$ cat src/rtl/instr_issue_unit.sv
// Instruction issue unit: fetches 16-bit words, decodes NOP/MOVE/MOVI/HALT and
// issues one-cycle start pulses. Optional WAIT watchdog enabled by IIU_WATCHDOG_EN.
module instr_issue_unit #(
  parameter int ADDR_W   = 4,
  parameter int WAIT_MAX = 63
) (
  input  logic              clk,
  input  logic              reset,
  input  logic              fetch_go,
  output logic [ADDR_W-1:0] imem_addr,
  input  logic [15:0]       imem_data,
  input  logic              exec_done,
  output logic              start_move,
  output logic              start_movi,
  output logic [15:0]       ir,
  output logic              busy,
  output logic              halted,
  output logic              illegal,
  output logic              timeout
);

  localparam logic [3:0] OP_NOP  = 4'b0000;
  localparam logic [3:0] OP_MOVE = 4'b0001;
  localparam logic [3:0] OP_MOVI = 4'b0010;
  localparam logic [3:0] OP_HALT = 4'b1111;

  typedef enum logic [2:0] {
    S_IDLE   = 3'd0,
    S_FETCH  = 3'd1,
    S_DECODE = 3'd2,
    S_ISSUE  = 3'd3,
    S_WAIT   = 3'd4,
    S_HALT   = 3'd5
  } state_t;

  state_t            state_q, state_d;
  logic [ADDR_W-1:0] pc_q, pc_d;
  logic [15:0]       ir_q, ir_d;
  logic              illegal_q, illegal_d;

  logic is_nop, is_move, is_movi, is_halt, is_illegal;

  assign is_nop     = (ir_q[15:12] == OP_NOP);
  assign is_move    = (ir_q[15:12] == OP_MOVE);
  assign is_movi    = (ir_q[15:12] == OP_MOVI);
  assign is_halt    = (ir_q[15:12] == OP_HALT);
  assign is_illegal = !(is_nop || is_move || is_movi || is_halt);

`ifdef IIU_WATCHDOG_EN
  localparam int WD_W = ($clog2(WAIT_MAX + 1) < 6) ? 6 : $clog2(WAIT_MAX + 1);

  logic [WD_W-1:0] wd_cnt_q, wd_cnt_d;
  logic            timeout_q, timeout_d;
  logic            wd_expire;

  // Expires on the WAIT cycle whose increment makes the count reach WAIT_MAX.
  assign wd_expire = (wd_cnt_q == WD_W'(WAIT_MAX - 1));

  always_comb begin
    wd_cnt_d  = wd_cnt_q;
    timeout_d = timeout_q;
    if (state_q == S_ISSUE) begin
      wd_cnt_d = '0;
    end else if (state_q == S_WAIT) begin
      wd_cnt_d = wd_cnt_q + 1'b1;
      if (!exec_done && wd_expire) timeout_d = 1'b1;
    end
  end

  always_ff @(posedge clk) begin
    if (reset) begin
      wd_cnt_q  <= '0;
      timeout_q <= 1'b0;
    end else begin
      wd_cnt_q  <= wd_cnt_d;
      timeout_q <= timeout_d;
    end
  end

  assign timeout = timeout_q;
`else
  logic unused_wait_max;
  assign unused_wait_max = (WAIT_MAX != 0);
  assign timeout         = 1'b0;
`endif

  // State register
  always_ff @(posedge clk) begin
    if (reset) state_q <= S_IDLE;
    else       state_q <= state_d;
  end

  // Next-state logic
  always_comb begin
    state_d = state_q;
    case (state_q)
      S_IDLE:   if (fetch_go) state_d = S_FETCH;
      S_FETCH:  state_d = S_DECODE;
      S_DECODE: state_d = S_ISSUE;
      S_ISSUE: begin
        if (is_move || is_movi) state_d = S_WAIT;
        else if (is_halt)       state_d = S_HALT;
        else                    state_d = S_FETCH;
      end
      S_WAIT: begin
        if (exec_done) state_d = S_FETCH;
`ifdef IIU_WATCHDOG_EN
        else if (wd_expire) state_d = S_FETCH;
`endif
      end
      S_HALT:   if (fetch_go) state_d = S_FETCH;
      default:  state_d = S_IDLE;
    endcase
  end

  // Output logic
  always_comb begin
    start_move = 1'b0;
    start_movi = 1'b0;
    busy       = 1'b1;
    halted     = 1'b0;
    case (state_q)
      S_IDLE: busy = 1'b0;
      S_HALT: begin
        busy   = 1'b0;
        halted = 1'b1;
      end
      S_ISSUE: begin
        start_move = is_move;
        start_movi = is_movi;
      end
      default: ;
    endcase
  end

  // pc advances past every issued word except HALT, which holds until resumed.
  always_comb begin
    pc_d      = pc_q;
    ir_d      = ir_q;
    illegal_d = illegal_q;
    case (state_q)
      S_DECODE: ir_d = imem_data;
      S_ISSUE: begin
        if (!is_halt)   pc_d      = pc_q + 1'b1;
        if (is_illegal) illegal_d = 1'b1;
      end
      S_HALT: if (fetch_go) pc_d = pc_q + 1'b1;
      default: ;
    endcase
  end

  always_ff @(posedge clk) begin
    if (reset) begin
      pc_q      <= '0;
      ir_q      <= 16'h0000;
      illegal_q <= 1'b0;
    end else begin
      pc_q      <= pc_d;
      ir_q      <= ir_d;
      illegal_q <= illegal_d;
    end
  end

  assign imem_addr = pc_q;
  assign ir        = ir_q;
  assign illegal   = illegal_q;

endmodule

$ cat config.mk
export PLATFORM = sky130hd
export DESIGN_NAME = instr_issue_unit
export DESIGN_NICKNAME = d
export VERILOG_FILES = /design/src/rtl/instr_issue_unit.sv
export SDC_FILE = /design/constraint.sdc
export NUM_CORES = 1
export LEC_CHECK = 0
export ABC_AREA = 1
export CELL_PAD_IN_SITES_DETAIL_PLACEMENT = 0
export CELL_PAD_IN_SITES_GLOBAL_PLACEMENT = 1
export CORE_MARGIN = 1
export CORE_UTILIZATION = 30
export CTS_BUF_LIST = sky130_fd_sc_hd__clkbuf_4
export DETAILED_ROUTE_END_ITERATION = 8
export PLACE_DENSITY_LB_ADDON = 0.2
export SKIP_LAST_GASP = 1
export SYNTH_ARGS = -nofsm -noshare
export SYNTH_HDL_FRONTEND = slang
export SYNTH_SLANG_ARGS = --single-unit
export TNS_END_PERCENT = 20
$ cat constraint.sdc
create_clock -name clk -period 1.4 [get_ports clk]
set_input_delay 0.35 -clock clk [delete_from_list [all_inputs] [get_ports clk]]
set_output_delay 0.35 -clock clk [all_outputs]
set_load 0.005 [all_outputs]
-- Yosys cells after proc, flatten, opt, wreduce, memory -nomap -nowiden
Cells that the tools add are included.
- output and inout port bits: 26
- memory bits (writable): 0
- flip-flop bits (word level): 24
- bits in read-only memories: 0
- memories kept: 0
- input port bits: 20
- bits in latches: 0
- multiply operators: 0
- equal/unequal tests: 12
- magnitude comparators: 0
- shift-type cells: 0
- bitwise operators: 1
- muxes and demuxes: 12
- reductions and logical operators: 11
- divide/modulo/power cells: 0
- add/subtract/negate cells: 1
- operators by type and width (operator ; number):
    $pmux W3 S5 ; 1
    $mux W3 ; 4
    $mux W4 ; 2
    $pmux W4 S2 ; 1
    $eq A3 B2 Y1 const B ; 2
    $eq A3 B3 Y1 const B ; 2
    $ne A2 B2 Y1 const B ; 3
    $add A4 B1 Y4 const B ; 1
    $eq A4 B1 Y1 const B ; 1
    $eq A4 B2 Y1 const B ; 1
    $eq A4 B4 Y1 const B ; 1
    $logic_not A4 Y1 ; 1
    $logic_or A1 B1 Y1 ; 4
    $mux W1 ; 4
    $reduce_and A2 Y1 ; 2
    $eq A3 B1 Y1 const B ; 1
    $logic_not A3 Y1 ; 1
    $reduce_and A3 Y1 ; 1
    $ne A2 B1 Y1 const B ; 1
    $reduce_bool A2 Y1 ; 1
    $reduce_or A2 Y1 ; 1
    $not A1 Y1 ; 1

-- Longest topological paths before layout
Gate-level depths: netlist (run 1).
- depth in word-level cells: 6
- mapped depth: 8
- depth with buffers taken out: 8

-- Worst setup path before layout (run 1)
Ideal clock, no wire load.
- kind: flip-flop to output port
- start: register state_q[0]
- end: output port start_movi
- stages on the path, launching flop included: 5
- arrival time: 0.810 ns
- slack: 0.240 ns
- path buffers: 0
- path through: dfxtp_1 nand2_1 nor2_2 inv_1 nor2_1
- cells in the longest elaborated chain, start to end: 2
- ends and longest elaborated chain (element ; RTL line ; text):
    start: declaration ; 36 ; state_t state_q, state_d;
    start signal: assignment ; 90 ; else state_q <= state_d;
    $eq A3 B2 Y1 ; 122 ; case (state_q)
    $mux W1 ; 122 ;
    end: declaration ; 14 ; output logic start_movi,
No other way between the ends.

-- Final worst setup path (run 1)
- start: register illegal_q (netlist: illegal)
- end: output port illegal
- RTL lines (element ; RTL line ; text):
    start: declaration ; 39 ; logic illegal_q, illegal_d;
    start signal: assignment ; 160 ; illegal_q <= illegal_d;
    end: declaration ; 18 ; output logic illegal,
No word-level cell between the ends.

==> run metrics, run 1 <==
Placeable Area=3360 um^2; DR vias/cell=4.49; fraction of layout cells with a size suffix above 1=39.4%; drt total wl=2.98 mm; Initial Utilization=31.8%; CP cell instances=clkdlybuf4s50_1; Seq/Total Area, Yosys=44.9%; vias in the first global route=1099; Setup Skew=11.8 ps; CP max FO=2; critical path class=reg -> out; Total Power=2.44 mW; violations in the final reports=negative setup slack; initial drt markers=45; Filler cells=344; pwr/cell area=1300 nW/um^2; ANT cells=0; Distinct cells, synth=20; most frequent cells in the layout=clkdlybuf4s50_1, buf_4, nor2_1; Die W=61.7 um; critical path required time=1050 ps; Core Util, Final=56.0%; Layout area overhead=76.0%; most common cell after layout, fill and taps aside=clkdlybuf4s50_1; Synth top area share=44.9%; htree depth=1; clock tree buffer depth=2; CP startpoint kind=flip-flop; min Tclk post-route=1530 ps; Die Ht=61.7 um; slowest stage delay, CP=500 ps; DP HPWL=2.11 mm; post-synth top area cell=dfxtp_1; yosys warns=0; arrival time at the worst endpoint=1180 ps; Worst-Skew Late Latency=320 ps; Syn Std Cell Area=1070 um^2; DRC viols=0; syn nets=164; Avg Cell Area, Syn=7.48 um^2; Max Cap Viol=0; die area=3810 um^2; TritonCTS clock tree=built; area post-placement=1700 um^2; hold slack final=462 ps; Root Driver=clkbuf_4; maximum VDD drop=583 uV; critical path's slowest cell=clkdlybuf4s50_1; status=finished with violations; first drt pass iteration count=4; Hold Crit Class=reg -> reg; RSZ-0062 raised after global routing=yes; final setup violation count=18; initial antenna violation count=0; Site Rows=21; gr ovfl total=0; GRT Resource Usage Total=16.9%; RD Place Congestion=0.791; period utilisation layout=109%; worst path buffer plus inverter count=1; # nets final=240; Ports=46; via count=1185; wire per inst=11.3 um; Post-Synthesis Cells=143; highest achievable clock rate=0.655 GHz; clk slew on worst S/H paths=140 ps; critical path's top delay family=buffers and inverters; CTS Buf Count=3; Detail Route Antenna Nets=0; hold_buf cts=0; clk sinks=24; final max-slew violation count=0; first-pass GRT wire length=4.69 mm; ranking of synthesized cells by area=dfxtp_1, nor2_1, o21ai_0; Setup crit end kind=output pin; cell leakage power=0.882 nW; Hold Violations, Final=0; worst setup margin=-127 ps; design area=1880 um^2; PortBufs=44; largest net degree at the start of global routing=19; Yosys reg bits=24
## worst min-delay path, cell delays in order, from the launching register on
cell	delay, ps
dfxtp_1	340
inv_1	50
a21oi_1	50
## layout make-up
type,instances,area [um^2],share of cell area [%]
Tap cell,46,57.6,3.06
Multi-Input combinational cell,101,538,28.6
Sequential cell,24,504,26.8
Inverter,13,53.8,2.86
Clock buffer,3,22.5,1.20
Timing Repair Buffer,76,703,37.3
Clock inverter,1,3.75,0.199
## synthesized netlist by cell type
library cell and instances:
conb_1 1, clkbuf_1 2, o21ai_0 17, nand4_1 2, buf_12 1, nand2_2 3, buf_6 1, nand3_1 10
nor2_2 12, ha_1 1, buf_4 1, clkinv_4 1, nor2_1 26, dfxtp_1 24, or2_2 1, nand2_1 15
a21oi_1 12, inv_1 11, inv_2 1, nand2_4 1
## logic make-up (layout without fill, tap and decap cells)
| kind of cell | count (synthesis) | after routing | share of synthesized area (%) |
|---|---|---|---|
| other cells | 1 | 1 | 0.351 |
| compound gates | 29 | 29 | 13.6 |
| simple gates | 70 | 70 | 30.6 |
| buf+inv | 18 | 93 | 9.36 |
| flops | 24 | 24 | 44.9 |
| fa+ha+maj | 1 | 1 | 1.17 |
## layer usage
layer	global-route usage (%)	vias up	part of all wire [%]
li1	-	605	-
met1	20.1	556	43
met2	30.0	22	52
met3	3.11	2	3.9
met4	6.67	0	0.64
met5	0	-	0
## flip-flops by register name (all words and copies together) (netlist names)
register,flops
imem_addr,4
ir,16
illegal,1
state_q,3
## power by group
part           switching (mW)  leakage [nW]  internal, mW
Sequential             0.0982         0.204         0.834
Clock                   0.214        0.0154         0.104
Combinational           0.506         0.663         0.687
Total                   0.818         0.882          1.63
## metrics by stage
| step | std cells | setup slack, ps | setup TNS, ps |
|---|---|---|---|
| after floorplan | 143 | 240 | 0 |
| after global placement | 248 | -126 | -391 |
| after detailed placement | 248 | -134 | -443 |
| after CTS | 263 | -142 | -2600 |
| after global routing | 264 | -173 | -3050 |
| final | 264 | -127 | -1660 |
## worst paths after layout
check	to	cells past startpoint	from	slack (ps)
setup / recovery	illegal	1	illegal$_SDFFE_PP0P_	-130
hold / removal	illegal$_SDFFE_PP0P_	2	illegal$_SDFFE_PP0P_	460
setup reg to reg	ir[11]$_SDFFE_PP0N_	8	state_q[0]$_SDFFE_PP0P_	30
hold reg to reg	illegal$_SDFFE_PP0P_	2	illegal$_SDFFE_PP0P_	460
## repair_timing
action / in CTS / in global routing
setup endpoints to repair: 25 / 41
gates resized for setup: 51 / 10
setup buffers: 12 / 3
pin swaps: 7 / 5
Note: power is estimated with default switching activity, not from simulation.
==> run 2, diff against run 1 <==
GPL_ROUTABILITY_DRIVEN = 0   (was not set)
SKIP_CTS_REPAIR_TIMING = 1   (was not set)
==> run 2 against run 1 <==
  * The flow still finishes with violations (negative setup slack)
  * Routed wire length shrank 7.0%
  * Critical endpoint is now ir[15]
  * Register-to-register slack lost 20 ps
  * Utilization shrank 2.6 points
  * Hold slack lost 0.89 ps
  * Global-route usage shrank 1.0 points
  * Worst setup slack lost 120 ps
==> run metrics, run 2 (same netlist as run 1, synthesis figures left out) <==
status=finished with violations; violations in the final reports=negative setup slack; Register Area=492 um^2 (-2.5%); drt total wl=2.77 mm (-7.0%); critical path class=reg -> out; worst setup margin=-245 ps (-118 ps); Reg2Reg Capture Point=ir[11]$_SDFFE_PP0N_; Placeable Area=3360 um^2 (unchanged); DP HPWL=2.11 mm (unchanged); most frequent cells in the layout=clkdlybuf4s50_1, nor2_1, buf_4; DRC viols=0 (unchanged); Root Driver=clkbuf_4; cell leakage power=0.772 nW (-12%); critical path required time=1050 ps (about the same); DR vias/cell=4.48 (-0.27%); placement-stage worst setup slack=-134 ps (unchanged); initial drt markers=38 (-16%); hold path start=illegal$_SDFFE_PP0P_; first drt pass iteration count=4 (unchanged); pwr/cell area=1280 nW/um^2 (-1.2%); ANT cells=0 (unchanged); multi-input logic area=517 um^2 (-4.0%); initial antenna violation count=0 (unchanged); # nets final=232 (-3.3%); Layout area overhead=67.7%; R2R Setup Slk=10 ps (-20 ps); htree depth=1 (unchanged); highest achievable clock rate=0.608 GHz (-7.1%); hold slack final=461 ps (-0.885 ps); maximum VDD drop=574 uV (-1.4%); r2r startpoint=state_q[0]$_SDFFE_PP0P_; first-pass GRT wire length=4.40 mm (-6.2%); TritonCTS clock tree=built; gr ovfl total=0 (unchanged); Largest register FFs=16 (unchanged); period utilisation layout=117% (+8.4 points); Final Non-Filler Cells=256 (-3.0%); die area=3810 um^2 (unchanged); Initial Utilization=31.8% (unchanged); design area=1790 um^2 (-4.7%); worst hold path endpoint=illegal$_SDFFE_PP0P_; worst hold path stage count=2 (unchanged); via count=1146 (-3.3%); arrival time at the worst endpoint=1290 ps (+110 ps); CP max FO=3 (+1); Setup crit end kind=output pin; area post-placement=1700 um^2 (unchanged); RSZ-0062 raised after global routing=yes; fraction of layout cells with a size suffix above 1=29.0% (-10 points); Detail Route Antenna Nets=0 (unchanged); Hold Crit Class=reg -> reg; Ports=46 (unchanged); clk sinks=24 (unchanged); min Tclk post-route=1640 ps (+118 ps); Filler cells=351 (+2.0%); GRT Resource Usage Total=15.8% (-1.0 points); setup_tns=-3130 ps (-1470 ps); CP startpoint kind=flip-flop; Max Cap Viol=0 (unchanged); wire per inst=10.8 um (-4.1%); Die Ht=61.7 um (unchanged); r2r worst-path depth=8 (unchanged); CTS Buf Count=3 (unchanged); Worst-Skew Late Latency=310 ps (about the same); final max-slew violation count=0 (unchanged); most common cell after layout, fill and taps aside=clkdlybuf4s50_1; Placed Instances=248 (unchanged); Die W=61.7 um (unchanged); final setup violation count=22 (+4); Setup Skew=6.25 ps (-5.51 ps); Hold Violations, Final=0 (unchanged); clk slew on worst S/H paths=130 ps (about the same); Site Rows=21 (unchanged); PortBufs=44 (unchanged); vias in the first global route=1013 (-7.8%); largest net degree at the start of global routing=19 (unchanged); clock tree buffer depth=2 (unchanged)
==> run 2: cell count changes in the layout (fill, tap and decap cells not counted), sizes merged <==
cell           delta
clkdlybuf4s50     +8
buf              -10
clkbuf            +1
dlymetal6s2s      -2
dlygate4sd2       -4
clkdlybuf4s15     -1
==> run 2: critical path, cell delays in order, from the launching register on <==
cell and delay (ps):
dfxtp_2 360, buf_4 120, clkdlybuf4s50_1 510
==> run 2: layout make-up <==
type | instances | area share [%]
clock buffer | 3 | 1.26
clock inverter | 1 | 0.209
inverter | 13 | 3.00
multi-input combinational | 101 | 28.8
sequential | 24 | 27.4
tap | 46 | 3.21
timing repair buffer | 68 | 36.1
==> run 2: worst max-delay path by stage <==
stage                       to  depth (start not counted)  slack (ps)               startpoint
finish                  ir[15]                          2        -240      ir[15]$_SDFFE_PP0N_
CTS                 start_movi                          4        -500      ir[15]$_SDFFE_PP0N_
global placement    start_movi                          4        -130      ir[15]$_SDFFE_PP0N_
detailed placement  start_movi                          4        -130      ir[15]$_SDFFE_PP0N_
global route            ir[15]                          2        -290      ir[15]$_SDFFE_PP0N_
floorplan           start_movi                          4         240  state_q[0]$_SDFFE_PP0P_
==> run 2: per-layer routing <==
layer	up-vias	track usage [%]	part of all wire, %
met3	2	3.11	3.7
met1	530	19.8	45
met5	-	0	0
met2	22	26.6	51
met4	0	6.67	0.68
li1	592	-	-
==> run 2: metrics by stage <==
step / utilization (%) / power, mW
after global routing: 53.3 / 2.48
after CTS: 51.2 / 2.24
final: 53.3 / 2.30
after global placement: 50.4 / 1.90
after floorplan: - / 1.38
after detailed placement: 50.4 / 1.92
==> run 2: report_power, final <==
| group | switching, mW | internal (mW) | leakage (nW) |
|---|---|---|---|
| logic | 0.452 | 0.615 | 0.558 |
| clock network | 0.206 | 0.104 | 0.0154 |
| registers | 0.0995 | 0.824 | 0.199 |
| total | 0.758 | 1.54 | 0.772 |
